===== src/rtl/cpu_pkg.sv =====
// Shared fetch-side types for the instruction prefetch queue: fetch FSM states,
// instruction/PC widths and the buffered {instr, pc+4} entry layout.
package cpu_pkg;

    localparam int unsigned INSTR_W = 32;
    localparam logic [31:0] PC_INCR = 32'd4;

    typedef enum logic [1:0] {
        IDLE  = 2'd0,
        WAIT  = 2'd1,
        DRAIN = 2'd2
    } fetch_state_e;

    typedef struct packed {
        logic [INSTR_W-1:0] instr;
        logic [31:0]        pc4;
    } fetch_entry_t;

    function automatic logic [31:0] align_pc(input logic [31:0] pc);
        return pc & 32'hFFFF_FFFC;
    endfunction

endpackage


===== src/rtl/pfq_fifo.sv =====
// Small synchronous FIFO of fetch entries with a flush input; the head entry
// is presented combinationally so the consumer sees it in the same cycle.
module pfq_fifo
    import cpu_pkg::*;
#(
    parameter int unsigned DEPTH = 4
) (
    input  logic                     clk,
    input  logic                     rst,
    input  logic                     push,
    input  logic                     pop,
    input  logic                     clear,
    input  fetch_entry_t             push_data,
    output logic [$clog2(DEPTH):0]   count,
    output fetch_entry_t             head
);

    localparam int unsigned AW = $clog2(DEPTH);
    localparam logic [AW:0] FULL_CNT = (AW+1)'(DEPTH);

    fetch_entry_t   mem_q [DEPTH];
    logic [AW-1:0]  wr_ptr_q;
    logic [AW-1:0]  rd_ptr_q;
    logic [AW:0]    count_q;
    logic           do_push;
    logic           do_pop;

    // Clear wins over both ports so a flush never lets a stale word slip in.
    assign do_push = push && !clear;
    assign do_pop  = pop && !clear && (count_q != '0);

    always_ff @(posedge clk or posedge rst) begin
        if (rst) begin
            wr_ptr_q <= '0;
            rd_ptr_q <= '0;
            count_q  <= '0;
        end else if (clear) begin
            wr_ptr_q <= '0;
            rd_ptr_q <= '0;
            count_q  <= '0;
        end else begin
            if (do_push) wr_ptr_q <= wr_ptr_q + 1'b1;
            if (do_pop)  rd_ptr_q <= rd_ptr_q + 1'b1;
            if (do_push && !do_pop)      count_q <= count_q + 1'b1;
            else if (do_pop && !do_push) count_q <= count_q - 1'b1;
        end
    end

    always_ff @(posedge clk) begin
        if (do_push) mem_q[wr_ptr_q] <= push_data;
    end

    assign count = count_q;
    assign head  = mem_q[rd_ptr_q];

    a_no_overflow: assert property (@(posedge clk) disable iff (rst)
        !(do_push && !do_pop && (count_q == FULL_CNT)));

endmodule


===== src/rtl/if_prefetch_queue.sv =====
// Instruction prefetch queue: runs sequential fetches ahead of IF/ID with one
// request in flight. Optional counters are built when IF_PREFETCH_STATS_EN is defined.
module if_prefetch_queue
    import cpu_pkg::*;
#(
    parameter int unsigned DEPTH    = 4,
    parameter logic [31:0] RESET_PC = 32'h0000_0000
) (
    input  logic        clk,
    input  logic        rst,
    output logic        mem_req,
    output logic [31:0] mem_addr,
    input  logic        mem_ack,
    input  logic [31:0] mem_rdata,
    output logic        out_valid,
    input  logic        out_ready,
    output logic [31:0] out_instr,
    output logic [31:0] out_pc4,
    input  logic        redirect_valid,
`ifdef IF_PREFETCH_STATS_EN
    input  logic [31:0] redirect_pc,
    output logic [15:0] stat_flushes,
    output logic [15:0] stat_starve
`else
    input  logic [31:0] redirect_pc
`endif
);

    localparam int unsigned CW = $clog2(DEPTH) + 1;
    localparam logic [CW-1:0] DEPTH_CNT = CW'(DEPTH);

    fetch_state_e   state_q;
    logic [31:0]    fetch_pc_q;
    logic           mem_req_q;
    logic [31:0]    mem_addr_q;
    logic [CW-1:0]  count;
    fetch_entry_t   head;
    fetch_entry_t   push_entry;
    logic           push;
    logic           pop;
    logic [31:0]    target_pc;

    assign target_pc  = align_pc(redirect_pc);
    assign push       = (state_q == WAIT) && mem_ack && !redirect_valid;
    assign pop        = out_valid && out_ready && !redirect_valid;
    assign push_entry = '{instr: mem_rdata, pc4: fetch_pc_q + PC_INCR};

    // Credit check happens at issue time; with one request in flight the
    // returning word always has a free slot.
    always_ff @(posedge clk or posedge rst) begin
        if (rst) begin
            state_q    <= IDLE;
            fetch_pc_q <= RESET_PC;
            mem_req_q  <= 1'b0;
            mem_addr_q <= RESET_PC;
        end else begin
            unique case (state_q)
                IDLE: begin
                    if (redirect_valid) begin
                        fetch_pc_q <= target_pc;
                    end else if (count < DEPTH_CNT) begin
                        mem_req_q  <= 1'b1;
                        mem_addr_q <= fetch_pc_q;
                        state_q    <= WAIT;
                    end
                end
                WAIT: begin
                    if (redirect_valid) begin
                        fetch_pc_q <= target_pc;
                        if (mem_ack) begin
                            mem_req_q <= 1'b0;
                            state_q   <= IDLE;
                        end else begin
                            state_q   <= DRAIN;
                        end
                    end else if (mem_ack) begin
                        fetch_pc_q <= fetch_pc_q + PC_INCR;
                        mem_req_q  <= 1'b0;
                        state_q    <= IDLE;
                    end
                end
                DRAIN: begin
                    if (redirect_valid) fetch_pc_q <= target_pc;
                    if (mem_ack) begin
                        mem_req_q <= 1'b0;
                        state_q   <= IDLE;
                    end
                end
                default: state_q <= IDLE;
            endcase
        end
    end

    pfq_fifo #(
        .DEPTH(DEPTH)
    ) u_fifo (
        .clk       (clk),
        .rst       (rst),
        .push      (push),
        .pop       (pop),
        .clear     (redirect_valid),
        .push_data (push_entry),
        .count     (count),
        .head      (head)
    );

    assign mem_req   = mem_req_q;
    assign mem_addr  = mem_addr_q;
    assign out_valid = (count != '0);
    assign out_instr = out_valid ? head.instr : '0;
    assign out_pc4   = out_valid ? head.pc4   : '0;

`ifdef IF_PREFETCH_STATS_EN
    logic [15:0] flushes_q;
    logic [15:0] starve_q;

    always_ff @(posedge clk or posedge rst) begin
        if (rst) begin
            flushes_q <= '0;
            starve_q  <= '0;
        end else begin
            if (redirect_valid && (flushes_q != 16'hFFFF))
                flushes_q <= flushes_q + 1'b1;
            if (!out_valid && out_ready && !redirect_valid && (starve_q != 16'hFFFF))
                starve_q <= starve_q + 1'b1;
        end
    end

    assign stat_flushes = flushes_q;
    assign stat_starve  = starve_q;
`endif

endmodule


===== config.mk =====
export PLATFORM = sky130hd
export DESIGN_NAME = if_prefetch_queue
export DESIGN_NICKNAME = d
export VERILOG_FILES = /design/src/rtl/cpu_pkg.sv /design/src/rtl/pfq_fifo.sv /design/src/rtl/if_prefetch_queue.sv
export SDC_FILE = /design/constraint.sdc
export NUM_CORES = 1
export LEC_CHECK = 0
export CAP_MARGIN = 20
export CORE_ASPECT_RATIO = 0.75
export CORE_MARGIN = 4
export CORE_UTILIZATION = 60
export DETAILED_ROUTE_END_ITERATION = 12
export PLACE_DENSITY = 0.85
export RECOVER_POWER = 25
export SYNTH_ARGS = -nofsm -noshare
export SYNTH_HDL_FRONTEND = slang
export SYNTH_SLANG_ARGS = --single-unit
export TNS_END_PERCENT = 100

===== constraint.sdc =====
create_clock -name clk -period 5.65 [get_ports clk]
set_input_delay 1.13 -clock clk [delete_from_list [all_inputs] [get_ports clk]]
set_output_delay 1.13 -clock clk [all_outputs]
set_load 0.005 [all_outputs]

Word level (Yosys, flattened, before mapping) --
Memory sizes are Yosys's and may differ from the RTL's. Index checks and enable logic that the tools add are counted.
Word-level totals: logic and storage cells 72, bits in registers 74, memories kept 1, output and inout port bits 98, bits in writable memories 256
Memory list:
- u_fifo.mem_q | depth 4, width 64, read ports 1, clocked after Yosys merged registers in 0, wr ports 1, line pfq_fifo.sv:21 | fetch_entry_t mem_q [DEPTH];
Cells by class: bitwise operators 1, order comparisons 1, eq/ne operators 7, reduce and logical (&&, ||, !) cells 25, muxes and demuxes 25, add/subtract/negate cells 5
Operators by type and width (number):
- $mux W32 | 5
- $pmux W32 S2 | 1
- $add A32 B3 Y32 const B | 1
- $mux W2 | 9
- $logic_and A1 B1 Y1 | 9
- $mux W3 | 3
- $reduce_bool A2 Y1 | 4
- $pmux W2 S3 | 1
- $reduce_and A3 Y1 | 2
- $reduce_bool A3 Y1 | 2
- $mux W1 | 5
- $add A2 B1 Y2 const B | 2
- $ne A2 B1 Y1 const B | 2
- $ne A2 B2 Y1 const B | 2
- $reduce_and A4 Y1 | 1
- $reduce_or A2 Y1 | 2
- $add A3 B1 Y3 const B | 1
- $logic_not A1 Y1 | 3
- $lt A3 B3 Y1 const B | 1
- $ne A3 B3 Y1 const B | 1
- $sub A3 B1 Y3 const B | 1
- $eq A2 B1 Y1 const B | 1
- $eq A2 B2 Y1 const B | 1
- $logic_not A2 Y1 | 1
- other kinds (3) | 3

Longest topological paths before layout --
word-level depth 9, depth in mapped cells 9, gate-level depth less buffers 9

By module --
A second synthesis with hierarchy kept.
Unflattened totals: cell total of the unflattened synthesis 824, area total of the unflattened synthesis 13753.2 sq um
Modules (own cells, without submodules):
- pfq_fifo | area an instance 9746.8 sq um, cells each 388, instances 1
- if_prefetch_queue | area an instance 4006.3 sq um, cells each 436, instances 1

Worst setup path before layout --
Ideal clock, no wire load.
path kind input -> register, start in mem_ack, end mem u_fifo.mem_q[0][10] in the netlist's numbering (enable), cell stages on the path 4, data required time 5.223 ns, path slack 2.018 ns, library setup time 0.427 ns, data arrival time 3.206 ns, cell sequence clkbuf_1 nand2_1 nor2_1 and2_1
On the way: word-level cells in the longest chain between the ends 5
RTL lines:
- start, declared | line if_prefetch_queue.sv:13 | input logic mem_ack,
- $logic_and A1 B1 Y1 (2 in series) | line if_prefetch_queue.sv:44 | assign push = (state_q == WAIT) && mem_ack && !redirect_valid;
- $logic_and A1 B1 Y1 | line pfq_fifo.sv:29 | assign do_push = push && !clear;
- $mux W1 | line pfq_fifo.sv:50 | if (do_push) mem_q[wr_ptr_q] <= push_data;
- $mux W1 (implied by the code) | line pfq_fifo.sv:50
- end, declared | line pfq_fifo.sv:21
No other way between the ends.

Worst setup path after layout --
start reg u_fifo.rd_ptr_q[0], end out out_instr[29]
On the way: word-level cells in the longest chain between the ends 2
RTL lines:
- start, declared | line pfq_fifo.sv:23 | logic [AW-1:0] rd_ptr_q;
- start signal, assigned | line pfq_fifo.sv:43 | if (do_pop) rd_ptr_q <= rd_ptr_q + 1'b1;
- $mem_v2 Z4 W64
- $mux W32 | line if_prefetch_queue.sv:110 | assign out_instr = out_valid ? head.instr : '0;
- end, declared | line if_prefetch_queue.sv:17 | output logic [31:0] out_instr,
No other way between the ends.

==> flow_summary.yaml <==
outcome:
  status: "finished, final reports clean"
worst_setup_path:
  worstPathCellList: "buf_4 > mux4_2 > and2_1 > clkdlybuf4s50_1"
  path_depth: 4
  cp.buffers_inverters: 2
  end_kind: "primary output"
  critPathLaunch: "u_fifo.rd_ptr_q[0]"
  cp.arrival_ns: 3.10
  cp.required_ns: 4.52
  rr_endpoint: "u_fifo.count[2]"
  cp_max_fo: 28
  critPathMaxStageDelay_ns: 0.80
  path_class: "reg2out"
  cp_slowest_cell: "dfrtp_4"
  setup.worst_path.start_class: "register"
  crit_family: "buffers and inverters"
  worstReg2RegStart: "state_q[0]"
  r2r_slack_ns: 3.04
  reg2regPathDepth: 8
  cp-endpoint: "out_instr[29]"
route:
  firstDrtPassIters: 5
  wl_per_cell_um: 22.4
  drc: 0
  vias_per_cell: 6.12
  antenna_left: 0
  drt_wl_total_um: 29500
  via_count: 8056
  dr.first_iter.drc_count: 759
synthesis:
  synthFlopType: "edfxtp_1"
  synth_cell_type_count: 64
  synth_cells: 859
  synthArstFlopShare: 0.220
  synth.avg_cell_area_um2: 16.0
  yosys_warnings: 0
  syn_area_um2: 13700
  synth-edff-count: 248
  synth-seq-cells: 318
  yosysSeqAreaShare: 0.670
clock_network:
  cts-resized-gates: 0
  cts_setup_buffers: 0
  cts_hold_buffers: 0
  root_buffer: "clkbuf_16"
  cts_tree: "done"
  insertion_delay_ns: 0.55
  cts_buffer_depth: 3
  path_clk_slew_ns: 0.06
  htreeDepth: 1
  cts_made_buffers: 29
  cts.sinks: 318
floorplanning:
  rows: 47
  core_area_um2: 22300
  dieArea_um2: 25400
  io_pins: 167
  dieWidth_um: 183
  dieHeight_um: 139
  initial_core_util: 0.616
placed_design:
  place_area_um2: 15500
  gp_congestion: 0.848
  dpl.hpwl_um: 18200
  dpl.cell_count: 1264
  io_buffers: 160
timing:
  rsz0062_at_grt: "false"
  maxSlewHeadroom: 0.274
  worstMarginPinSlew_ns: 1.09
  setup_viol: 0
  holdWs_ns: 0.514
  setup_tns_ns: 0
  skew_ns: 0.00975
  period_share: 0.749
  slew_viol_final: 0
  layout_min_cycle_time_ns: 4.23
  hold_viol: 0
  fmax_ghz: 0.236
worst_hold_path:
  hold_class: "reg2reg"
global_routing:
  grt_first_pass_wirelength_um: 46300
  grt_util_met2: 0.346
  grt_max_degree: 66
  use_met3: 0.0380
  gr-total-overflow: 0
  gr-max-usage-layer: "met1"
  grt_pass1_vias: 8137
  grtUsageTotal: 0.231
  use_met1: 0.361
  antenna_found_initial: 0
pwr:
  finalPower_mw: 8.27
  irDropWorstVdd_v: 0.000291
  p_leak_nw: 5.48
  powerDensity_nw_per_um2: 505
layout:
  stdcell_area_um2: 16400
  area_delta_synth_final_pct: 19.3
  final_cells: 1316
  layout_common_cells: "edfxtp_1 (248), clkdlybuf4s50_1 (126), dfrtp_1 (68)"
  drive_gt1_frac: 0.160
  nets: 1080
  antennaDiodeCount: 0
  final_common_cell: "edfxtp_1"
run:
  drv_cap: 0
==> worst min-delay path by stage <==
stage | start | to | slack [ns] | depth (start not counted)
after floorplan | state_q[1] | state_q[1] | 0.49 | 2
after global placement | mem_addr[31] | mem_addr[31] | 0.49 | 1
after detailed placement | mem_addr[29] | mem_addr[29] | 0.50 | 1
after CTS | mem_addr[13] | mem_addr[13] | 0.52 | 1
after global routing | mem_addr[13] | mem_addr[13] | 0.53 | 1
final | mem_addr[13] | mem_addr[13] | 0.51 | 1
==> stage by stage <==
step | util | setup slack [ns]
2_1_floorplan | - | 2.02
3_3_place_gp | 0.694 | 1.90
3_5_place_dp | 0.694 | 1.84
4_1_cts | 0.735 | 1.33
5_1_grt | 0.735 | 1.22
6_report | 0.735 | 1.42
==> synth_stat cells (3+ instances only) <==
cell type	number	area, um2
clkbuf_1	35	131
and3_1	5	31.3
xnor2_1	23	201
xor2_1	7	61.3
and4_1	3	26.3
nand4_1	16	100
a2bb2oi_1	8	70.1
ha_1	9	113
and2_1	69	432
inv_1	14	52.6
nor3_1	10	50.1
nand2_1	46	173
o211ai_1	7	52.6
a31oi_1	3	18.8
o21ai_0	15	75.1
a21oi_1	26	130
mux4_2	62	1400
mux2_2	30	338
edfxtp_1	248	7450
nand3_1	21	105
buf_4	6	45.0
clkbuf_8	7	96.3
dfrtp_1	70	1750
clkbuf_2	3	15.0
o31ai_1	3	22.5
buf_2	12	60.1
a211o_1	3	26.3
nor4_1	9	56.3
nor4b_1	11	96.3
a21o_1	3	22.5
o22ai_1	6	37.5
nor2_1	23	86.3
or3_1	7	43.8
o311ai_0	5	43.8
==> registers in the layout, summed over array words and instances, names as in the netlist <==
name and cells:
fetch_pc_q 30, mem_addr 30, mem_req 1, state_q 2, u_fifo.count 3, u_fifo.mem_q 248, u_fifo.rd_ptr_q 2, u_fifo.wr_ptr_q 2
==> metal layers <==
metal,share of wire,vias to the layer above
met4,0.020,0
li1,-,3599
met2,0.46,370
met5,0,-
met3,0.079,40
met1,0.44,4047
==> cell type report <==
cell class | instances | area (um2)
repair buffers | 173 | 1700
clock inverters | 14 | 156
well taps | 294 | 368
multi-input cells | 465 | 4150
flip-flops and latches | 318 | 9200
fillers | 1353 | 5900
inverters | 14 | 52.6
clock buffers | 38 | 759
==> cells by family after synthesis <==
family                     synth area share
DFF                                   0.670
buffers and inverters                0.0300
adders and majority gates           0.00966
AOI/OAI and AO/OA                    0.0430
other                              0.000273
xor gates and xnor gates             0.0191
and+or+nand+nor                       0.102
muxes                                 0.126
==> where the power goes <==
group	switching, mW	leakage [nW]	internal (mW)
clock	0.821	0.444	1.09
combinational	1.29	1.96	1.62
sequential	0.453	3.07	3.00
total	2.56	5.48	5.71
No activity file was read; power rests on OpenSTA's default activity.
